### config.mk
export PLATFORM = sky130hd
export DESIGN_NAME = line_follow_controller_flat
export DESIGN_NICKNAME = d
export VERILOG_FILES = /design/src/rtl/line_follow_pkg.sv /design/src/rtl/line_follow_controller_if.sv /design/src/rtl/sensor_debounce.sv /design/src/rtl/line_follow_controller.sv /design/src/flat_wrapper.sv
export SDC_FILE = /design/constraint.sdc
export NUM_CORES = 1
export LEC_CHECK = 0
export CORE_UTILIZATION = 50
export CTS_CLUSTER_SIZE = 20
export DETAILED_ROUTE_END_ITERATION = 8
export GPL_ROUTABILITY_DRIVEN = 0
export MAX_ROUTING_LAYER = met4
export PLACE_DENSITY_LB_ADDON = 0.12
export SLEW_MARGIN = 15
export SYNTH_ARGS = -nofsm -noshare
export SYNTH_HDL_FRONTEND = slang
export SYNTH_SLANG_ARGS = --single-unit
### constraint.sdc
create_clock -name clk -period 2.6 [get_ports clk]
set_clock_uncertainty 0.1 [all_clocks]
set_input_delay 0.52 -clock clk [delete_from_list [all_inputs] [get_ports clk]]
set_output_delay 0.52 -clock clk [all_outputs]
set_load 0.005 [all_outputs]
### src/rtl/line_follow_pkg.sv
// Shared encodings for the line-follow controller: FSM states, motor codes,
// sensor patterns and the pattern classifier.
package line_follow_pkg;

    typedef enum logic [2:0] {
        StStop   = 3'd0,
        StFwd    = 3'd1,
        StLeft   = 3'd2,
        StRight  = 3'd3,
        StSearch = 3'd4
    } state_e;

    typedef enum logic [2:0] {
        ClsNone,
        ClsHold,
        ClsFwd,
        ClsLeft,
        ClsRight
    } cls_e;

    // Motor bit order: left_motor1, left_motor2, right_motor1, right_motor2
    localparam logic [3:0] MotorFwd   = 4'b1010;
    localparam logic [3:0] MotorLeft  = 4'b0110;
    localparam logic [3:0] MotorRight = 4'b1001;
    localparam logic [3:0] MotorOff   = 4'b0000;

    // Sensor pattern {left, centre, right}, 1 = line seen
    localparam logic [2:0] PatNone        = 3'b000;
    localparam logic [2:0] PatRight       = 3'b001;
    localparam logic [2:0] PatCentre      = 3'b010;
    localparam logic [2:0] PatRightCentre = 3'b011;
    localparam logic [2:0] PatLeft        = 3'b100;
    localparam logic [2:0] PatOuter       = 3'b101;
    localparam logic [2:0] PatLeftCentre  = 3'b110;
    localparam logic [2:0] PatAll         = 3'b111;

    function automatic cls_e classify(input logic [2:0] pat);
        cls_e c;
        case (pat)
            PatCentre, PatAll:           c = ClsFwd;
            PatLeft, PatLeftCentre:      c = ClsLeft;
            PatRight, PatRightCentre:    c = ClsRight;
            PatNone:                     c = ClsNone;
            default:                     c = ClsHold;
        endcase
        return c;
    endfunction

endpackage

### src/rtl/line_follow_controller_if.sv
// Sensor, command and motor-drive signals of the line-follow controller.
interface line_follow_controller_if;
    logic       start;
    logic       ir_sensor1;
    logic       ir_sensor2;
    logic       ir_sensor3;
    logic       left_motor1;
    logic       left_motor2;
    logic       right_motor1;
    logic       right_motor2;
    logic       ena;
    logic       enb;
    logic [2:0] state;
    logic       lost;

    // Controller side
    modport master (
        input  start, ir_sensor1, ir_sensor2, ir_sensor3,
        output left_motor1, left_motor2, right_motor1, right_motor2,
        output ena, enb, state, lost
    );

    // Robot / environment side
    modport slave (
        output start, ir_sensor1, ir_sensor2, ir_sensor3,
        input  left_motor1, left_motor2, right_motor1, right_motor2,
        input  ena, enb, state, lost
    );
endinterface

### src/rtl/sensor_debounce.sv
// Two-flop synchroniser followed by a run-length debouncer: the accepted
// pattern only changes after DEBOUNCE consecutive identical synchronised samples.
module sensor_debounce #(
    parameter int unsigned DEBOUNCE = 4,
    parameter int unsigned WIDTH    = 3
) (
    input  logic             clk,
    input  logic             rst,
    input  logic [WIDTH-1:0] raw,
    output logic [WIDTH-1:0] accepted
);
    localparam int unsigned CW = $clog2(DEBOUNCE + 1);

    logic [WIDTH-1:0] sync1;
    logic [WIDTH-1:0] sync2;
    logic [WIDTH-1:0] cand;
    logic [CW-1:0]    cnt;
    logic [CW-1:0]    run_len;

    // Length of the current run of equal samples including this one, saturating
    always_comb begin
        if (sync2 != cand) begin
            run_len = CW'(1);
        end else if (cnt == CW'(DEBOUNCE)) begin
            run_len = cnt;
        end else begin
            run_len = cnt + CW'(1);
        end
    end

    // Synchroniser, run tracking and accepted-pattern register
    always_ff @(posedge clk) begin
        if (rst) begin
            sync1    <= '0;
            sync2    <= '0;
            cand     <= '0;
            cnt      <= '0;
            accepted <= '0;
        end else begin
            sync1 <= raw;
            sync2 <= sync1;
            cand  <= sync2;
            cnt   <= run_len;
            if (run_len == CW'(DEBOUNCE)) begin
                accepted <= sync2;
            end
        end
    end

endmodule

### src/rtl/line_follow_controller.sv
// Line-follow steering controller: debounced sensors drive a forward / left /
// right / search / stop FSM, with H-bridge direction decode and PWM enables.
module line_follow_controller
    import line_follow_pkg::*;
#(
    parameter int unsigned PWM_PERIOD     = 100,
    parameter int unsigned DUTY_FWD       = 55,
    parameter int unsigned DUTY_TURN      = 40,
    parameter int unsigned DEBOUNCE       = 4,
    parameter int unsigned SEARCH_TIMEOUT = 50000
) (
    input logic                      clk,
    input logic                      rst,
    line_follow_controller_if.master bus
);
    localparam int unsigned TW = (SEARCH_TIMEOUT > 1) ? $clog2(SEARCH_TIMEOUT) : 1;
    localparam int unsigned PW = (PWM_PERIOD > 1) ? $clog2(PWM_PERIOD) : 1;

    logic [2:0]    pat_a;
    cls_e          cls;
    state_e        target;
    state_e        state_q;
    state_e        state_d;
    logic          lost_q;
    logic          lost_d;
    logic          side_left_q;
    logic [TW-1:0] timer_q;
    logic          timeout;
    logic [PW-1:0] pwm_cnt;
    logic [31:0]   duty_q;
    logic          en_q;
    logic [3:0]    motors;

    function automatic logic [31:0] duty_for(input state_e s);
        logic [31:0] d;
        case (s)
            StStop:  d = 32'd0;
            StFwd:   d = 32'(DUTY_FWD);
            default: d = 32'(DUTY_TURN);
        endcase
        return d;
    endfunction

    sensor_debounce #(
        .DEBOUNCE (DEBOUNCE),
        .WIDTH    (3)
    ) u_debounce (
        .clk      (clk),
        .rst      (rst),
        .raw      ({bus.ir_sensor1, bus.ir_sensor2, bus.ir_sensor3}),
        .accepted (pat_a)
    );

    assign timeout = (timer_q == TW'(SEARCH_TIMEOUT - 1));

    // Next state: a steering pattern always wins over the search timeout
    always_comb begin
        cls     = classify(pat_a);
        state_d = state_q;
        lost_d  = lost_q;
        case (cls)
            ClsFwd:   target = StFwd;
            ClsLeft:  target = StLeft;
            ClsRight: target = StRight;
            default:  target = StSearch;
        endcase
        case (state_q)
            StStop: begin
                if (bus.start) begin
                    state_d = target;
                    lost_d  = 1'b0;
                end
            end
            StFwd, StLeft, StRight: begin
                if (cls != ClsHold) begin
                    state_d = target;
                end
            end
            StSearch: begin
                if (cls == ClsFwd || cls == ClsLeft || cls == ClsRight) begin
                    state_d = target;
                end else if (timeout) begin
                    state_d = StStop;
                    lost_d  = 1'b1;
                end
            end
            default: state_d = StStop;
        endcase
    end

    // FSM state, sticky lost flag, last turn side and search timer
    always_ff @(posedge clk) begin
        if (rst) begin
            state_q     <= StStop;
            lost_q      <= 1'b0;
            side_left_q <= 1'b1;
            timer_q     <= '0;
        end else begin
            state_q <= state_d;
            lost_q  <= lost_d;
            if (state_d == StLeft) begin
                side_left_q <= 1'b1;
            end else if (state_d == StRight) begin
                side_left_q <= 1'b0;
            end
            if (state_q == StSearch && state_d == StSearch) begin
                timer_q <= timer_q + TW'(1);
            end else begin
                timer_q <= '0;
            end
        end
    end

    // PWM counter; duty only changes at wrap, but STOP kills the enable at once
    always_ff @(posedge clk) begin
        if (rst) begin
            pwm_cnt <= '0;
            duty_q  <= '0;
            en_q    <= 1'b0;
        end else begin
            en_q <= (state_d != StStop) && (32'(pwm_cnt) < duty_q);
            if (pwm_cnt == PW'(PWM_PERIOD - 1)) begin
                pwm_cnt <= '0;
                duty_q  <= duty_for(state_d);
            end else begin
                pwm_cnt <= pwm_cnt + PW'(1);
            end
        end
    end

    // Direction bits decode straight from the state register
    always_comb begin
        case (state_q)
            StFwd:    motors = MotorFwd;
            StLeft:   motors = MotorLeft;
            StRight:  motors = MotorRight;
            StSearch: motors = side_left_q ? MotorLeft : MotorRight;
            default:  motors = MotorOff;
        endcase
    end

    assign bus.left_motor1  = motors[3];
    assign bus.left_motor2  = motors[2];
    assign bus.right_motor1 = motors[1];
    assign bus.right_motor2 = motors[0];
    assign bus.ena          = en_q;
    assign bus.enb          = en_q;
    assign bus.state        = state_q;
    assign bus.lost         = lost_q;

endmodule

### src/flat_wrapper.sv
// flat-port wrapper written by rule: the top's interface ports become plain ports
module line_follow_controller_flat import line_follow_pkg::*;
#(
    parameter int unsigned PWM_PERIOD     = 100,
    parameter int unsigned DUTY_FWD       = 55,
    parameter int unsigned DUTY_TURN      = 40,
    parameter int unsigned DEBOUNCE       = 4,
    parameter int unsigned SEARCH_TIMEOUT = 50000
)
  (clk, rst, bus_start, bus_ir_sensor1, bus_ir_sensor2, bus_ir_sensor3, bus_left_motor1, bus_left_motor2, bus_right_motor1, bus_right_motor2, bus_ena, bus_enb, bus_state, bus_lost);
  line_follow_controller_if bus_i ();
  input logic clk;
  input logic rst;
  input wire logic [$bits(bus_i.start)-1:0] bus_start;
  input wire logic [$bits(bus_i.ir_sensor1)-1:0] bus_ir_sensor1;
  input wire logic [$bits(bus_i.ir_sensor2)-1:0] bus_ir_sensor2;
  input wire logic [$bits(bus_i.ir_sensor3)-1:0] bus_ir_sensor3;
  output wire logic [$bits(bus_i.left_motor1)-1:0] bus_left_motor1;
  output wire logic [$bits(bus_i.left_motor2)-1:0] bus_left_motor2;
  output wire logic [$bits(bus_i.right_motor1)-1:0] bus_right_motor1;
  output wire logic [$bits(bus_i.right_motor2)-1:0] bus_right_motor2;
  output wire logic [$bits(bus_i.ena)-1:0] bus_ena;
  output wire logic [$bits(bus_i.enb)-1:0] bus_enb;
  output wire logic [$bits(bus_i.state)-1:0] bus_state;
  output wire logic [$bits(bus_i.lost)-1:0] bus_lost;
  assign bus_i.start = bus_start;
  assign bus_i.ir_sensor1 = bus_ir_sensor1;
  assign bus_i.ir_sensor2 = bus_ir_sensor2;
  assign bus_i.ir_sensor3 = bus_ir_sensor3;
  assign bus_left_motor1 = bus_i.left_motor1;
  assign bus_left_motor2 = bus_i.left_motor2;
  assign bus_right_motor1 = bus_i.right_motor1;
  assign bus_right_motor2 = bus_i.right_motor2;
  assign bus_ena = bus_i.ena;
  assign bus_enb = bus_i.enb;
  assign bus_state = bus_i.state;
  assign bus_lost = bus_i.lost;
  line_follow_controller #(.PWM_PERIOD(PWM_PERIOD), .DUTY_FWD(DUTY_FWD), .DUTY_TURN(DUTY_TURN), .DEBOUNCE(DEBOUNCE), .SEARCH_TIMEOUT(SEARCH_TIMEOUT)) u_core (.clk(clk), .rst(rst), .bus(bus_i));
endmodule
==> flow_summary.ini <==
[outcome]
outcome = completed

[critical_path]
critPathCaptureType = output pin
critPathMaxFanout = 12
required_ns = 1.98
critPathKind = reg2out
arrival_ns = 1.78
start_kind = flop

[finish]
fill_cells = 413
n_antenna_cell = 0
final_area_sq_um = 2535
final_common_cell = dfxtp_1
drive_gt1_share_pct = 6.343
layout_common_cells = 47 x dfxtp_1, 40 x nor2_1, 15 x clkdlybuf4s50_1
fin_nets = 286
syn2layout_area_growth_pct = 11.44
final_core_util_pct = 58.22
seqCellArea_sq_um = 940.9
multi_input_area_sq_um = 1242

[clocking]
cts_sinks = 47
cts_resized = 0
worstSkewPairLatency_ns = 0.30
path_clk_slew_ns = 0.08
post_cts_buffers = 0
h-tree-depth = 2
tritoncts = yes
clk_path_buf_depth = 2
postCtsHoldBufs = 0
cts_buffers = 5
cts_root_buf = clkbuf_8

[global_route]
grt_use_total_pct = 17.76
overflow = 0
antenna_found_initial = 0
grt_first_pass_wirelength_um = 6755
grt_max_degree = 17
grt_pass1_vias = 1539

[power_and_ir_drop]
swShare_pct = 22.11
p_leak_nw = 0.9250
p_seq_share_pct = 58.4
power_density_nw_per_um2 = 506.7
power.switching_mw = 0.2840
peakVddDrop_mv = 0.3300
p_int_mw = 1.000
p_comb_share_pct = 8.0
power_frac_clock_pct = 33.6

[route]
wl_um = 3638
drc = 0
viasPerCell = 5.191
wl_per_cell_um = 11.37
detailroute.via_count = 1661
drt_first_pass_iters = 4
ant_nets = 0
first_iter_violations = 101

[floorplan]
core_region_area_sq_um = 4354
start_util_pct = 52.24
fp-row-count = 24
io_pins = 16
fp.dieH_um = 69.45
dieArea_sq_um = 4823
die_x_um = 69.45

[min_path]
min_path_type = reg2reg

[sta]
setup_viol = 0
fin_setup_tns_ns = 0
fin_crit_sh_pct = 92.21
rsz0062_at_grt = no
slew-limit-headroom_pct = 63.32
fmax_ghz = 0.4171
hold_viol = 0
period_minus_slack_ns = 2.398
tightest_slew_ns = 0.5460
finalMaxSlewViolations = 0

[logic_synthesis]
synthFlopType = dfxtp_1
async_flop_share_pct = 0
synth_edf_count = 0
netlist_area_sq_um = 2275
ys_warn_count = 0
syn_inst = 254
ys_seq_area_share_pct = 41.36
synth.avg_cell_area_sq_um = 8.955
synth.ff_latch_count = 47
synth_cell_type_count = 53
synth_nets = 272

[placement]
dpl.hpwl_um = 2661
dpl_cell_area_sq_um = 2447
io_buffers = 15

[job]
maxCapViolations = 0
## critical path, cell delays in order, from the launching register on
cell	delay, ns
dfxtp_1	0.53
nand3_1	0.12
a21oi_1	0.19
o21bai_1	0.13
clkdlybuf4s50_1	0.51
## layer usage
| metal | GRT usage (%) | routed length, um | up-vias |
|---|---|---|---|
| met1 | 23.70 | 1872 | 738 |
| met5 | - | 0 | - |
| met3 | 4.797 | 122 | 4 |
| li1 | - | - | 898 |
| met4 | 7.256 | 32 | 0 |
| met2 | 25.46 | 1610 | 21 |
## synthesized netlist by cell type, types with 2 or more instances
master     n  area share (%)
nand4b_1   2            0.77
a21o_1     2            0.66
nor2b_1   10             2.8
ha_1      12             6.6
clkbuf_1   5            0.83
buf_4      2            0.66
nand2b_1   6             1.7
nor2_1    40             6.6
nand3_1   11             2.4
o31ai_1    2            0.66
xnor2_1   13             5.0
dfxtp_1   47              41
a21oi_1    4            0.88
nand2_1   12             2.0
xor2_1    12             4.6
o211ai_1   2            0.66
and3_1     9             2.5
o21ai_0    5             1.1
nand4_1    2            0.55
mux2i_1    4             1.8
nor3_1     6             1.3
inv_1     11             1.8
nor4_1     3            0.83
a211oi_1   3            0.99
## metrics by stage
stage | setup WS [ns] | hold slack (ns) | instances | total power [mW]
after floorplan | 0.6739 | 0.3138 | 254 | 0.8382
after global placement | 0.4540 | 0.3163 | 313 | 0.8694
final | 0.2025 | 0.3415 | 320 | 1.284
after detailed placement | 0.4089 | 0.3279 | 313 | 0.8711
after CTS | 0.1992 | 0.3483 | 320 | 1.306
after global routing | 0.02404 | 0.3617 | 320 | 1.355
## power by group through the flow
| stage | combinational (mW) | sequential, mW | clock [mW] |
|---|---|---|---|
| after floorplan | 0.0757 | 0.763 | 0 |
| after global placement | 0.103 | 0.767 | 0 |
| after detailed placement | 0.104 | 0.767 | 0 |
| after CTS | 0.105 | 0.750 | 0.450 |
| after global routing | 0.117 | 0.754 | 0.484 |
| final | 0.103 | 0.750 | 0.431 |
## layout make-up
| cell class | instances | share of cell area (%) |
|---|---|---|
| well taps | 52 | 2.567 |
| multi-input cells | 187 | 49.01 |
| repair buffers | 16 | 6.219 |
| clock inverters | 1 | 0.1974 |
| flip-flops and latches | 47 | 37.12 |
| clock buffers | 6 | 3.258 |
| inverters | 11 | 1.629 |
## registers in the layout (all words and copies together), names as in the netlist
signal,flops
u_core.u_debounce.sync1,3
u_core.u_debounce.cand,3
u_core.timer_q,16
u_core.duty_q,3
u_core.bus.state,3
u_core.pwm_cnt,7
u_core.bus.ena,1
u_core.u_debounce.sync2,3
u_core.u_debounce.accepted,3
u_core.bus.lost,1
u_core.side_left_q,1
u_core.u_debounce.cnt,3
## cells by family (layout without fill, tap and decap cells)
logic type | Yosys count | after routing | synth area share [%]
buffers and inverters | 20 | 34 | 4.015
adder cells (fa/ha/maj) | 12 | 12 | 6.600
AND/OR/NAND/NOR | 112 | 112 | 24.86
flip-flops | 47 | 47 | 41.36
AO/OA/AOI/OAI | 33 | 33 | 11.28
multiplexers | 5 | 5 | 2.255
XOR/XNOR | 25 | 25 | 9.626
## path summary, 6_finish.rpt
check | startpoint | end | slack, ns | cells past startpoint
setup / recovery | u_core.bus.state[2]$_SDFF_PP0_ | bus_right_motor1 | 0.20 | 4
hold / removal | u_core.u_debounce.sync1[2]$_SDFF_PP0_ | u_core.u_debounce.sync2[2]$_SDFF_PP0_ | 0.34 | 1
setup reg to reg | u_core.u_debounce.accepted[0]$_SDFFE_PP0N_ | u_core.timer_q[13]$_SDFF_PP0_ | 0.43 | 8
hold reg to reg | u_core.u_debounce.sync1[2]$_SDFF_PP0_ | u_core.u_debounce.sync2[2]$_SDFF_PP0_ | 0.34 | 1
Power figures use the tool's default switching activity.
